===== src/rtl/uart_rx_if.sv =====
// Serial receive bundle: the line into the receiver plus its byte/status outputs.
interface uart_rx_if;
  logic       rx;
  logic [7:0] rx_data;
  logic       rx_valid;
  logic       frame_err;
  logic       busy;

  modport master (
    output rx,
    input  rx_data, rx_valid, frame_err, busy
  );

  modport slave (
    input  rx,
    output rx_data, rx_valid, frame_err, busy
  );
endinterface


===== src/rtl/uart_rx.sv =====
// 8N1 UART receiver: 2-flop synchronizer, falling-edge start detect,
// mid-bit sampling, one-cycle valid / framing-error pulses.
module uart_rx #(
  parameter logic [31:0] CLK_PER_BIT = 32'd10417
) (
  input  logic      clk,
  input  logic      rst,
  uart_rx_if.slave  bus
);

  typedef enum logic [1:0] {IDLE, START, DATA, STOP} state_t;

  localparam logic [31:0] HALF_LAST = (CLK_PER_BIT / 32'd2) - 32'd1;
  localparam logic [31:0] BIT_LAST  = CLK_PER_BIT - 32'd1;

  logic        rx_p0;
  logic        rx_s;
  logic        rx_prev;

  state_t      state, state_nxt;
  logic [31:0] clk_cnt, cnt_nxt;
  logic [2:0]  idx, idx_nxt;
  logic [7:0]  shift, shift_nxt;
  logic [7:0]  data_q, data_nxt;
  logic        valid_q, valid_nxt;
  logic        ferr_q, ferr_nxt;

  // Stage p0/p1: metastability synchronizer plus edge-detect history
  always_ff @(posedge clk) begin
    if (rst) begin
      rx_p0   <= 1'b1;
      rx_s    <= 1'b1;
      rx_prev <= 1'b1;
    end else begin
      rx_p0   <= bus.rx;
      rx_s    <= rx_p0;
      rx_prev <= rx_s;
    end
  end

  always_ff @(posedge clk) begin
    if (rst) begin
      state   <= IDLE;
      clk_cnt <= 32'd0;
      idx     <= 3'd0;
      shift   <= 8'h00;
      data_q  <= 8'h00;
      valid_q <= 1'b0;
      ferr_q  <= 1'b0;
    end else begin
      state   <= state_nxt;
      clk_cnt <= cnt_nxt;
      idx     <= idx_nxt;
      shift   <= shift_nxt;
      data_q  <= data_nxt;
      valid_q <= valid_nxt;
      ferr_q  <= ferr_nxt;
    end
  end

  always_comb begin
    state_nxt = state;
    cnt_nxt   = clk_cnt;
    idx_nxt   = idx;
    shift_nxt = shift;
    data_nxt  = data_q;
    valid_nxt = 1'b0;
    ferr_nxt  = 1'b0;

    case (state)
      IDLE: begin
        // Only a genuine 1->0 transition starts a frame, so a line held low
        // after a break or after reset cannot retrigger.
        if (rx_prev && !rx_s) begin
          state_nxt = START;
          cnt_nxt   = 32'd0;
        end
      end

      START: begin
        if (clk_cnt == HALF_LAST) begin
          cnt_nxt = 32'd0;
          if (!rx_s) begin
            state_nxt = DATA;
            idx_nxt   = 3'd0;
          end else begin
            state_nxt = IDLE;
          end
        end else begin
          cnt_nxt = clk_cnt + 32'd1;
        end
      end

      DATA: begin
        if (clk_cnt == BIT_LAST) begin
          cnt_nxt        = 32'd0;
          shift_nxt[idx] = rx_s;
          idx_nxt        = idx + 3'd1;
          if (idx == 3'd7) begin
            state_nxt = STOP;
          end
        end else begin
          cnt_nxt = clk_cnt + 32'd1;
        end
      end

      STOP: begin
        if (clk_cnt == BIT_LAST) begin
          cnt_nxt   = 32'd0;
          state_nxt = IDLE;
          if (rx_s) begin
            data_nxt  = shift;
            valid_nxt = 1'b1;
          end else begin
            ferr_nxt  = 1'b1;
          end
        end else begin
          cnt_nxt = clk_cnt + 32'd1;
        end
      end

      default: begin
        state_nxt = IDLE;
        cnt_nxt   = 32'd0;
      end
    endcase
  end

  assign bus.rx_data   = data_q;
  assign bus.rx_valid  = valid_q;
  assign bus.frame_err = ferr_q;
  assign bus.busy      = (state != IDLE);

endmodule


===== src/flat_wrapper.sv =====
// flat-port wrapper written by rule: the top's interface ports become plain ports
module uart_rx_flat 
#(
  parameter logic [31:0] CLK_PER_BIT = 32'd10417
)
  (clk, rst, bus_rx, bus_rx_data, bus_rx_valid, bus_frame_err, bus_busy);
  uart_rx_if bus_i ();
  input  logic clk;
  input  logic rst;
  input wire logic [$bits(bus_i.rx)-1:0] bus_rx;
  output wire logic [$bits(bus_i.rx_data)-1:0] bus_rx_data;
  output wire logic [$bits(bus_i.rx_valid)-1:0] bus_rx_valid;
  output wire logic [$bits(bus_i.frame_err)-1:0] bus_frame_err;
  output wire logic [$bits(bus_i.busy)-1:0] bus_busy;
  assign bus_i.rx = bus_rx;
  assign bus_rx_data = bus_i.rx_data;
  assign bus_rx_valid = bus_i.rx_valid;
  assign bus_frame_err = bus_i.frame_err;
  assign bus_busy = bus_i.busy;
  uart_rx #(.CLK_PER_BIT(CLK_PER_BIT)) u_core (.clk(clk), .rst(rst), .bus(bus_i));
endmodule

===== config.mk =====
export PLATFORM = sky130hd
export DESIGN_NAME = uart_rx_flat
export DESIGN_NICKNAME = d
export VERILOG_FILES = /design/src/rtl/uart_rx_if.sv /design/src/rtl/uart_rx.sv /design/src/flat_wrapper.sv
export SDC_FILE = /design/constraint.sdc
export NUM_CORES = 1
export LEC_CHECK = 0
export ABC_AREA = 0
export ABC_CLOCK_PERIOD_IN_PS = 2200
export CAP_MARGIN = 30
export CORE_UTILIZATION = 42
export DETAILED_ROUTE_END_ITERATION = 12
export DONT_BUFFER_PORTS = 1
export GPL_TIMING_DRIVEN = 0
export PLACE_DENSITY = 0.62
export SLEW_MARGIN = 30
export SYNTH_ARGS = -nofsm -noshare
export SYNTH_HDL_FRONTEND = slang
export SYNTH_SLANG_ARGS = --single-unit
export TNS_END_PERCENT = 1

===== constraint.sdc =====
create_clock -name clk -period 2.2 [get_ports clk]
set_input_delay 0.33 -clock clk [delete_from_list [all_inputs] [get_ports clk]]
set_output_delay 0.33 -clock clk [all_outputs]
set_load 0.01 [all_outputs]

==> flow_metrics.py <==
metrics = {
    "timing": {
        "final_max_slew_viol_count": 0,
        "fin_tns_setup_ps": 0,
        "max_slew.worst_pin.slew_ps": 640.5,
        "rsz0062_at_grt": "yes",
        "setup_viol": 0,
        "fin_crit_ps": 2132,
        "clock_skew_ps": 9.693,
        "slew_headroom": 0.5694,
        "period_share": 0.9689,
        "fmax_mhz": 469.1,
        "final_hold_viol_count": 0,
    },
    "critical_path": {
        "endpoint_kind": "flip-flop",
        "rrSetupSlack_ps": 70,
        "reg2reg_to": "u_core.clk_cnt[27]$_SDFFE_PP0P_",
        "arrival_ps": 2370,
        "worstPathMaxFanout": 8,
        "r2r-start": "u_core.clk_cnt[4]$_SDFFE_PP0P_",
        "crit_path_end": "u_core.clk_cnt[27]$_SDFFE_PP0P_",
        "crit_type": "reg2reg",
        "crit_path_start": "u_core.clk_cnt[4]$_SDFFE_PP0P_",
        "worst_setup_path_start_kind": "flip-flop",
        "reg2reg_depth": 5,
        "crit_required_ps": 2430,
    },
    "flow_run": {
        "maxCapViolCount": 0,
    },
    "clock_tree": {
        "cts_tree": "done",
        "cts_hold_buf": 0,
        "cts_buffer_depth": 2,
        "htree_levels": 3,
        "cts_buffers": 9,
        "clock-sinks": 58,
        "clock-root-buffer": "clkbuf_8",
        "clk_pin_slew_worst_paths_ps": 70,
        "clock_latency_ps": 360,
    },
    "floorplan": {
        "die_h_um": 87.35,
        "rows": 30,
        "core_area_mm2": 0.006907,
        "die_w_um": 87.35,
        "start_util": 0.4429,
        "die_area_mm2": 0.007629,
        "ioPinCount": 14,
    },
    "synthesis": {
        "yosysTopAreaCell": "dfxtp_1",
        "synth_cell_types": 52,
        "syn_avg_cell_area_um2": 8.474,
        "syn_inst": 361,
        "ys_seq_area_frac": 0.3796,
        "async_reset_ff_frac": 0,
        "synth_warnings": 0,
        "synth_edf_count": 0,
        "ys.flop_type": "dfxtp_1",
        "syn_nets": 368,
        "ys_ff_latch": 58,
        "synth.most_common_cell": "dfxtp_1",
        "yosysTopAreaCellShare": 0.3796,
        "netlist_area_mm2": 0.003059,
        "netlist_top_cells_count": "58 x dfxtp_1, 43 x a31oi_1, 20 x nand2_1, 20 x nor2_1, 19 x nand3_1",
        "synth_area_leaders": "dfxtp_1 38%, a31oi_1 8.8%, mux2i_1 3.9%",
    },
    "global_routing": {
        "antenna_found_initial": 0,
        "grt_max_degree": 12,
        "grt_pass1_vias": 2673,
        "gr-total-overflow": 0,
        "grt_usage": 0.2324,
        "grt_pass1_wl_mm": 13.46,
    },
    "detailed_routing": {
        "antenna_left": 0,
        "drc_errors": 0,
        "vias": 2924,
        "first_pass_iters": 5,
        "drtIter0Drc": 171,
        "wirelength_mm": 8.076,
        "wl_per_cell_um": 17.04,
        "via_per_inst": 6.169,
    },
    "worst_hold_path": {
        "hold_class": "in2reg",
    },
    "pwr": {
        "ir_worst_vdd_v": 0.0003955,
        "p_total_w": 0.002255,
        "p_per_area_mw_per_mm2": 642.4,
        "p_leak_nw": 1.252,
    },
    "place": {
        "dp_hpwl_mm": 5.423,
        "placement.io_buffers": 0,
        "place.gp.congestion": 0.8881,
    },
    "status": {
        "outcome": "finished clean",
    },
    "final_layout": {
        "fin_nets": 380,
        "drive_gt1_frac": 0.2143,
        "fill_cells": 683,
        "area_growth_pct": 14.76,
        "n_antenna_cell": 0,
    },
}
[cell families after synthesis]
group | after synthesis | synth area share
AO/OA/AOI/OAI | 82 | 0.1746
XOR/XNOR | 6 | 0.01718
adder cells (fa/ha/maj) | 4 | 0.01636
buffers and inverters | 39 | 0.05153
flip-flops | 58 | 0.3795
multiplexers | 12 | 0.03927
AND/OR/NAND/NOR | 160 | 0.3215
[worst max-delay path: stages (launching register included)]
cell and delay, ps:
dfxtp_1 480, nand4_4 210, or4_4 620, or4_4 430
a31oi_1 180, o22ai_1 90
[worst min path at each step]
stage,from,cells past startpoint,to,slack (ps)
2_1_floorplan,u_core.rx_p0$_SDFF_PP1_,1,u_core.rx_s$_SDFF_PP1_,390
3_3_place_gp,u_core.rx_p0$_SDFF_PP1_,1,u_core.rx_s$_SDFF_PP1_,390
3_5_place_dp,u_core.rx_p0$_SDFF_PP1_,1,u_core.rx_s$_SDFF_PP1_,400
5_1_grt,bus_rx,1,u_core.rx_p0$_SDFF_PP1_,70
4_1_cts,bus_rx,1,u_core.rx_p0$_SDFF_PP1_,70
6_report,bus_rx,1,u_core.rx_p0$_SDFF_PP1_,70
[layer usage]
layer / part of all wire / GRT usage
met4: 0.023 / 0.1192
met1: 0.49 / 0.3390
met3: 0.066 / 0.03981
met2: 0.42 / 0.3246
met5: 0 / 0
[report_power, final]
part,total [W],switching [W],internal (W)
Combinational,0.000163,0.000108,0.0000548
Sequential,0.00107,0.0000103,0.00106
Clock,0.00102,0.000470,0.000553
Total,0.00226,0.000588,0.00167
[area by class of cell]
type,count,area (µm²),share of cell area
multi-input cells,264,1832,0.5217
flip-flops and latches,58,1171,0.3336
clock buffers,10,137.6,0.03920
plain buffers,25,123.9,0.03528
well taps,96,120.1,0.03421
clock inverters,6,66.31,0.01889
inverters,14,52.55,0.01497
repair buffers,1,7.507,0.002138
[per-stage QoR]
step | cell area (µm²) | utilization | instances | hold WS, ps | worst slack, ps
5_1_grt | 3511 | 0.5083 | 474 | 72.36 | -55.58
2_1_floorplan | 3059 | - | 361 | 389.5 | 248.7
3_3_place_gp | 3179 | 0.4603 | 457 | 392.7 | -512.3
4_1_cts | 3447 | 0.4991 | 473 | 70.76 | -41.38
6_report | 3511 | 0.5083 | 474 | 73.06 | 68.32
3_5_place_dp | 3184 | 0.4611 | 457 | 400.5 | -218.8
[cell usage in the layout, fill, tap and decap left out, types with 5 or more instances in the layout]
cell and count:
or2_2 5, a31oi_1 43, nor2_1 20, nor4_1 6, clkbuf_2 5, inv_1 14
dfxtp_1 50, and3_1 11, nand4_1 16, nand2_1 19, nor3_1 7, or3b_2 10
a21oi_1 10, dfxtp_2 8, buf_2 7, buf_4 5, clkbuf_8 10, o21ai_0 6
and4_1 7, nand3_1 18, mux2i_1 12, clkbuf_1 7, nor4_2 5
[what timing repair did]
action,CTS,global route
endpoints found under the setup margin,52,52
endpoints found under the hold margin,0,0
buffers inserted,0,1
pin swaps,1,2
resized for setup,18,22
[sequential cells by signal, indices dropped and copies added, names as in the netlist, 3 cells and up, named ones only]
register            cells
u_core.idx              3
u_core.clk_cnt         32
u_core.bus.rx_data      8
u_core.shift            8
Note: power is estimated with default switching activity, not from simulation.
==> edit 1 (config.mk and constraints unchanged) <==
Make the reset (`rst`) asynchronous in 2 clocked blocks.
--- a/src/rtl/uart_rx.sv
+++ b/src/rtl/uart_rx.sv
@@ -26,7 +26,7 @@
   logic        ferr_q, ferr_nxt;
 
   // Stage p0/p1: metastability synchronizer plus edge-detect history
-  always_ff @(posedge clk) begin
+  always_ff @(posedge clk or posedge rst) begin
     if (rst) begin
       rx_p0   <= 1'b1;
       rx_s    <= 1'b1;
@@ -38,7 +38,7 @@
     end
   end
 
-  always_ff @(posedge clk) begin
+  always_ff @(posedge clk or posedge rst) begin
     if (rst) begin
       state   <= IDLE;
       clk_cnt <= 32'd0;
Function: differs if rst is asserted again (counterexample within 4 cycles, from zero or initial values and one cycle with rst high); with rst held inactive, the same outputs for 10 cycles.
==> edit 1 against the original RTL <==
- synthesized area up 10%
- fmax is 3.2% lower
- sequential cell count did not move
- first-iteration DRC count rose by 33%
- critical path depth grew 1
- final cell count rose by 1.3%
- cell area up 15%
- the flow now finishes with violations (negative setup slack)
- largest cell class unchanged
- worst setup slack got worse by 0.070 ns
- routed wire length is 5.0% higher
Power is not compared: it rests on default switching activity, and its combinational part moved more than twofold at a synthesized area within 25%.
==> edit 1: results (changes against the original RTL) <==
* Status: complete, but fails checks
* Failing checks: negative setup slack
* Worst Tran Pin Value at 0.599 ns (-0.0411 ns)
* Global placer's final weighted congestion at 0.834 (-6.1%)
* Peak supply drop at around 0.25 mV
* Setup TNS Final at -0.00534 ns (-0.00534 ns)
* Compound-Gate Fraction of Synth Area at 0.158 (-0.0169)
* Setup skew after layout at 0.00777 ns (-0.00192 ns)
* Final WS setup at -0.00202 ns (-0.0703 ns)
* Filler cell count at 708 (+3.7%)
* Final setup fails at 3 (+3)
* RR Startpoint: u_core.clk_cnt[19]
* Vias in the first global route at 2847 (+6.5%)
* Reg2Reg Depth at 6 (+1)
* GR Util All Layers at 0.217 (-0.0155)
* PostCTS Resize Cnt at 42 (+24)
* Post-synthesis sequential area ratio at 0.432 (+0.0521)
* CTS hold repair buffers at 2 (+2)
* Slowest stage cell, crit path: or4b_4
* Synth Flop Type: dfrtp_1
* Met2 WL post-DR at 4060 µm (+20%)
* Hold WC Path Type: flip-flop to flip-flop
* Detailed-route wire length at 8480 µm (+5.0%)
* Largest net degree at the start of global routing at 34 (+22)
* Ant diodes at 0 (unchanged)
* Via count at 2903 (-0.72%)
* Critical Path End: u_core.clk_cnt[7]
* Grt met2 use at 0.333 (+0.00876)
* Worst hold start: u_core.rx_p0
* 1st-iter DRT viols at 227 (+33%)
* CP peak stage delay at 0.51 ns (-0.11 ns)
* DRT met1 WL at 3860 µm (-2.4%)
* Mux contribution to synthesized area at 0.0690 (+0.0298)
* Synth area leaders: dfrtp_1, mux2_2, nand2_1
* Number of post-CTS setup repair buffers at 8 (+8)
* Clk_lat worst skew at 0.33 ns (-0.03 ns)
* Synth top cells by count: dfrtp_1, nand2_1, mux2_2, nand4_1, nand3_1
* Hpwl dp at 5640 µm (+3.9%)
* Critical Path AT at 2.42 ns (+0.05 ns)
* Synth Area in Adders at 0.0148 (-0.00151)
* Grt met1 use at 0.297 (-0.0415)
* Delay-heaviest family, CP: simple AND/OR/NAND/NOR gates
* Hold depth at 0 (-1)
* Synth cell types at 64 (+23%)
* First-pass GRT wire length at 14300 µm (+6.5%)
* WL met3 at 388 µm (-28%)
* XOR/XNOR Fraction of Synth Area at 0.00520 (-0.0120)
* Fraction of layout cells with a size suffix above 1 at 0.272 (+0.0582)
* Hold Path Sink: u_core.rx_s
* GR Layer Usage met3 at 0.0427 (+0.00290)
* Syn_nets at 362 (-1.6%)
* FFs w/ async S/R, synth at 1.00 (+1.00)
## edit 1: cell types whose count changed after synthesis, moves of 9 or more
cell,change
dfrtp_1,+55
a31oi_1,-43
nand2_1,+26
mux2i_1,-9
or3b_2,-10
o211ai_1,+12
o21ai_0,+9
mux2_2,+17
dfxtp_1,-58
## edit 1: cell type report
cell class,count,area [µm²],share of cell area
clock buffer,14,173,0.0427
multi-input combinational,265,1950,0.484
timing repair buffer,11,113,0.0279
inverter,11,43.8,0.0108
tap,102,128,0.0316
buffer,17,129,0.0319
sequential,58,1470,0.363
clock inverter,2,35.0,0.00867
## edit 1: metrics by stage
stage                     power (mW)  cell area, µm²  hold WS, ns  setup WS (ns)  cells
after floorplan                 1.45            3370        0.334         0.0349    355
after global placement          1.53            3500        0.335         -0.361    457
after detailed placement        1.54            3520        0.210         -0.411    458
after CTS                       2.63            3970        0.357     -0.0000571    481
after global routing            2.76            4040        0.365        -0.0887    480
final                           2.64            4040        0.355       -0.00202    480
==> edit 2 (same flow settings) <==
Without the edit above. `CLK_PER_BIT` is set to 32'd10417 in 2 places; all go to 32'd5208.
--- a/src/rtl/uart_rx.sv
+++ b/src/rtl/uart_rx.sv
@@ -1,7 +1,7 @@
 // 8N1 UART receiver: 2-flop synchronizer, falling-edge start detect,
 // mid-bit sampling, one-cycle valid / framing-error pulses.
 module uart_rx #(
-  parameter logic [31:0] CLK_PER_BIT = 32'd10417
+  parameter logic [31:0] CLK_PER_BIT = 32'd5208
 ) (
   input  logic      clk,
   input  logic      rst,
--- a/src/flat_wrapper.sv
+++ b/src/flat_wrapper.sv
@@ -1,7 +1,7 @@
 // flat-port wrapper written by rule: the top's interface ports become plain ports
 module uart_rx_flat 
 #(
-  parameter logic [31:0] CLK_PER_BIT = 32'd10417
+  parameter logic [31:0] CLK_PER_BIT = 32'd5208
 )
   (clk, rst, bus_rx, bus_rx_data, bus_rx_valid, bus_frame_err, bus_busy);
   uart_rx_if bus_i ();
Behaviour: same outputs for any inputs over 10 cycles, from zero or initial values and one cycle with rst high; that may be too few to reach the edited logic, so the function may still have changed.
==> edit 2 against the original RTL <==
- combinational power rose by 18%
- total power up 0.49%
- worst setup slack improved by 0.019 ns
- critical path depth rose by 3
- global-route usage down 2.2 points
- synthesized cell count is 10% higher
- final cell count up 8.4%
- count of clock-buffer cells in the layout shrank 1
- synthesized area increased by 7.2%
- fmax rose by 0.89%
- cell area is 4.2% higher
- sequential cell count stayed put
- routed wire length is 0.62% lower
- critical endpoint is now u_core.clk_cnt[13]
- highest routed layer unchanged
==> edit 2: results (changes against the original RTL) <==
* Reg2Reg Depth at 8 (+3)
* 1st-iter DRT viols at 201 (+18%)
* Clock share of power at 0.435 (-0.018)
* Multi-input logic area at 1980 µm² (+8.3%)
* Synth top cells by count: nand2_1, dfxtp_1, nor2_1, nand3_1, mux2i_1
* Fraction of layout cells with a size suffix above 1 at 0.159 (-0.0552)
* Compound-Gate Fraction of Synth Area at 0.164 (-0.0102)
* Rel. slew slack at 0.598 (+0.0287)
* Non-clk bufs at 28 (+7.7%)
* Grt met2 use at 0.312 (-0.0122)
* WL met3 at 471 µm (-12%)
* Post-synthesis sequential area ratio at 0.354 (-0.0255)
* Met2 WL post-DR at 3520 µm (+3.8%)
* Global placer's final weighted congestion at 0.849 (-4.4%)
* Tap cell count at 99 (+3.1%)
* Synth Area in Adders at 0.0114 (-0.00491)
* Placed insts at 496 (+8.5%)
* Via count at 2992 (+2.3%)
* RR Startpoint: u_core.clk_cnt[15]
* Number of multi-input logic gates at 301 (+14%)
* First-pass DRT Iterations at 4 (-1)
* First-pass GRT wire length at 13600 µm (+1.4%)
* Final Util at 0.494 (-0.0145)
* R2R Setup Slk at 0.09 ns (+0.02 ns)
* Tmin final at 2.11 ns (-0.0189 ns)
* GR Layer Usage met3 at 0.0598 (+0.0200)
* Synth area leaders: dfxtp_1, nand2_1, mux2i_1
* Placed cell areas at 3400 µm² (+6.9%)
* XOR/XNOR Fraction of Synth Area at 0.00267 (-0.0145)
* Non-CTS inverters at 12 (-2)
* Setup skew after layout at 0.0103 ns (+0.000601 ns)
* Status: finished clean
* Vias per cell at 5.82 (-5.6%)
* Storage element area at 1160 µm² (-0.64%)
* Drt wl/cell at 15.6 µm (-8.4%)
* Clk tree area frac at 0.0527 (-0.00542)
* Synth cell types at 58 (+12%)
* Vias in the first global route at 2782 (+4.1%)
* Nets at 416 (+9.5%)
* Filler cell count at 709 (+3.8%)
* Leak Pwr at 1.45 nW (+16%)
* Slowest stage cell, crit path: dfxtp_1
* Buffering overhead at 0.0407 (+0.00328)
* Hpwl dp at 5580 µm (+2.8%)
* Reg-to-Reg End: u_core.clk_cnt[13]
* Peak supply drop at 0.357 mV (-9.8%)
* DRT met1 WL at 3920 µm (-0.86%)
* Syn_nets at 403 (+9.5%)
* Combinational Power at 192 µW (+18%)
[edit 2: cell count changes in the layout (fill, tap and decap cells not counted), sizes merged, moves of 8 or more]
cell | unedited run | this run
or3b | 10 | 0
o22ai | 3 | 12
o211ai | 2 | 10
a31oi | 43 | 1
nor2 | 20 | 35
nand2 | 20 | 60
[edit 2: worst min path at each step]
stage / from / end / slack (ns) / depth (start not counted)
2_1_floorplan: u_core.rx_p0 / u_core.rx_s / 0.39 / 1
3_3_place_gp: u_core.rx_p0 / u_core.rx_s / 0.40 / 1
3_5_place_dp: u_core.rx_p0 / u_core.rx_s / 0.40 / 1
4_1_cts: bus_rx / u_core.rx_p0 / 0.07 / 1
5_1_grt: bus_rx / u_core.rx_p0 / 0.07 / 1
6_report: bus_rx / u_core.rx_p0 / 0.08 / 1
[edit 2: critical path: cells and delay by family (launching register included)]
kind                   cells  cell delay (ns)
AO/OA/AOI/OAI              3             0.41
buffers and inverters      3             0.56
flip-flops                 1             0.38
AND/OR/NAND/NOR            2             0.65
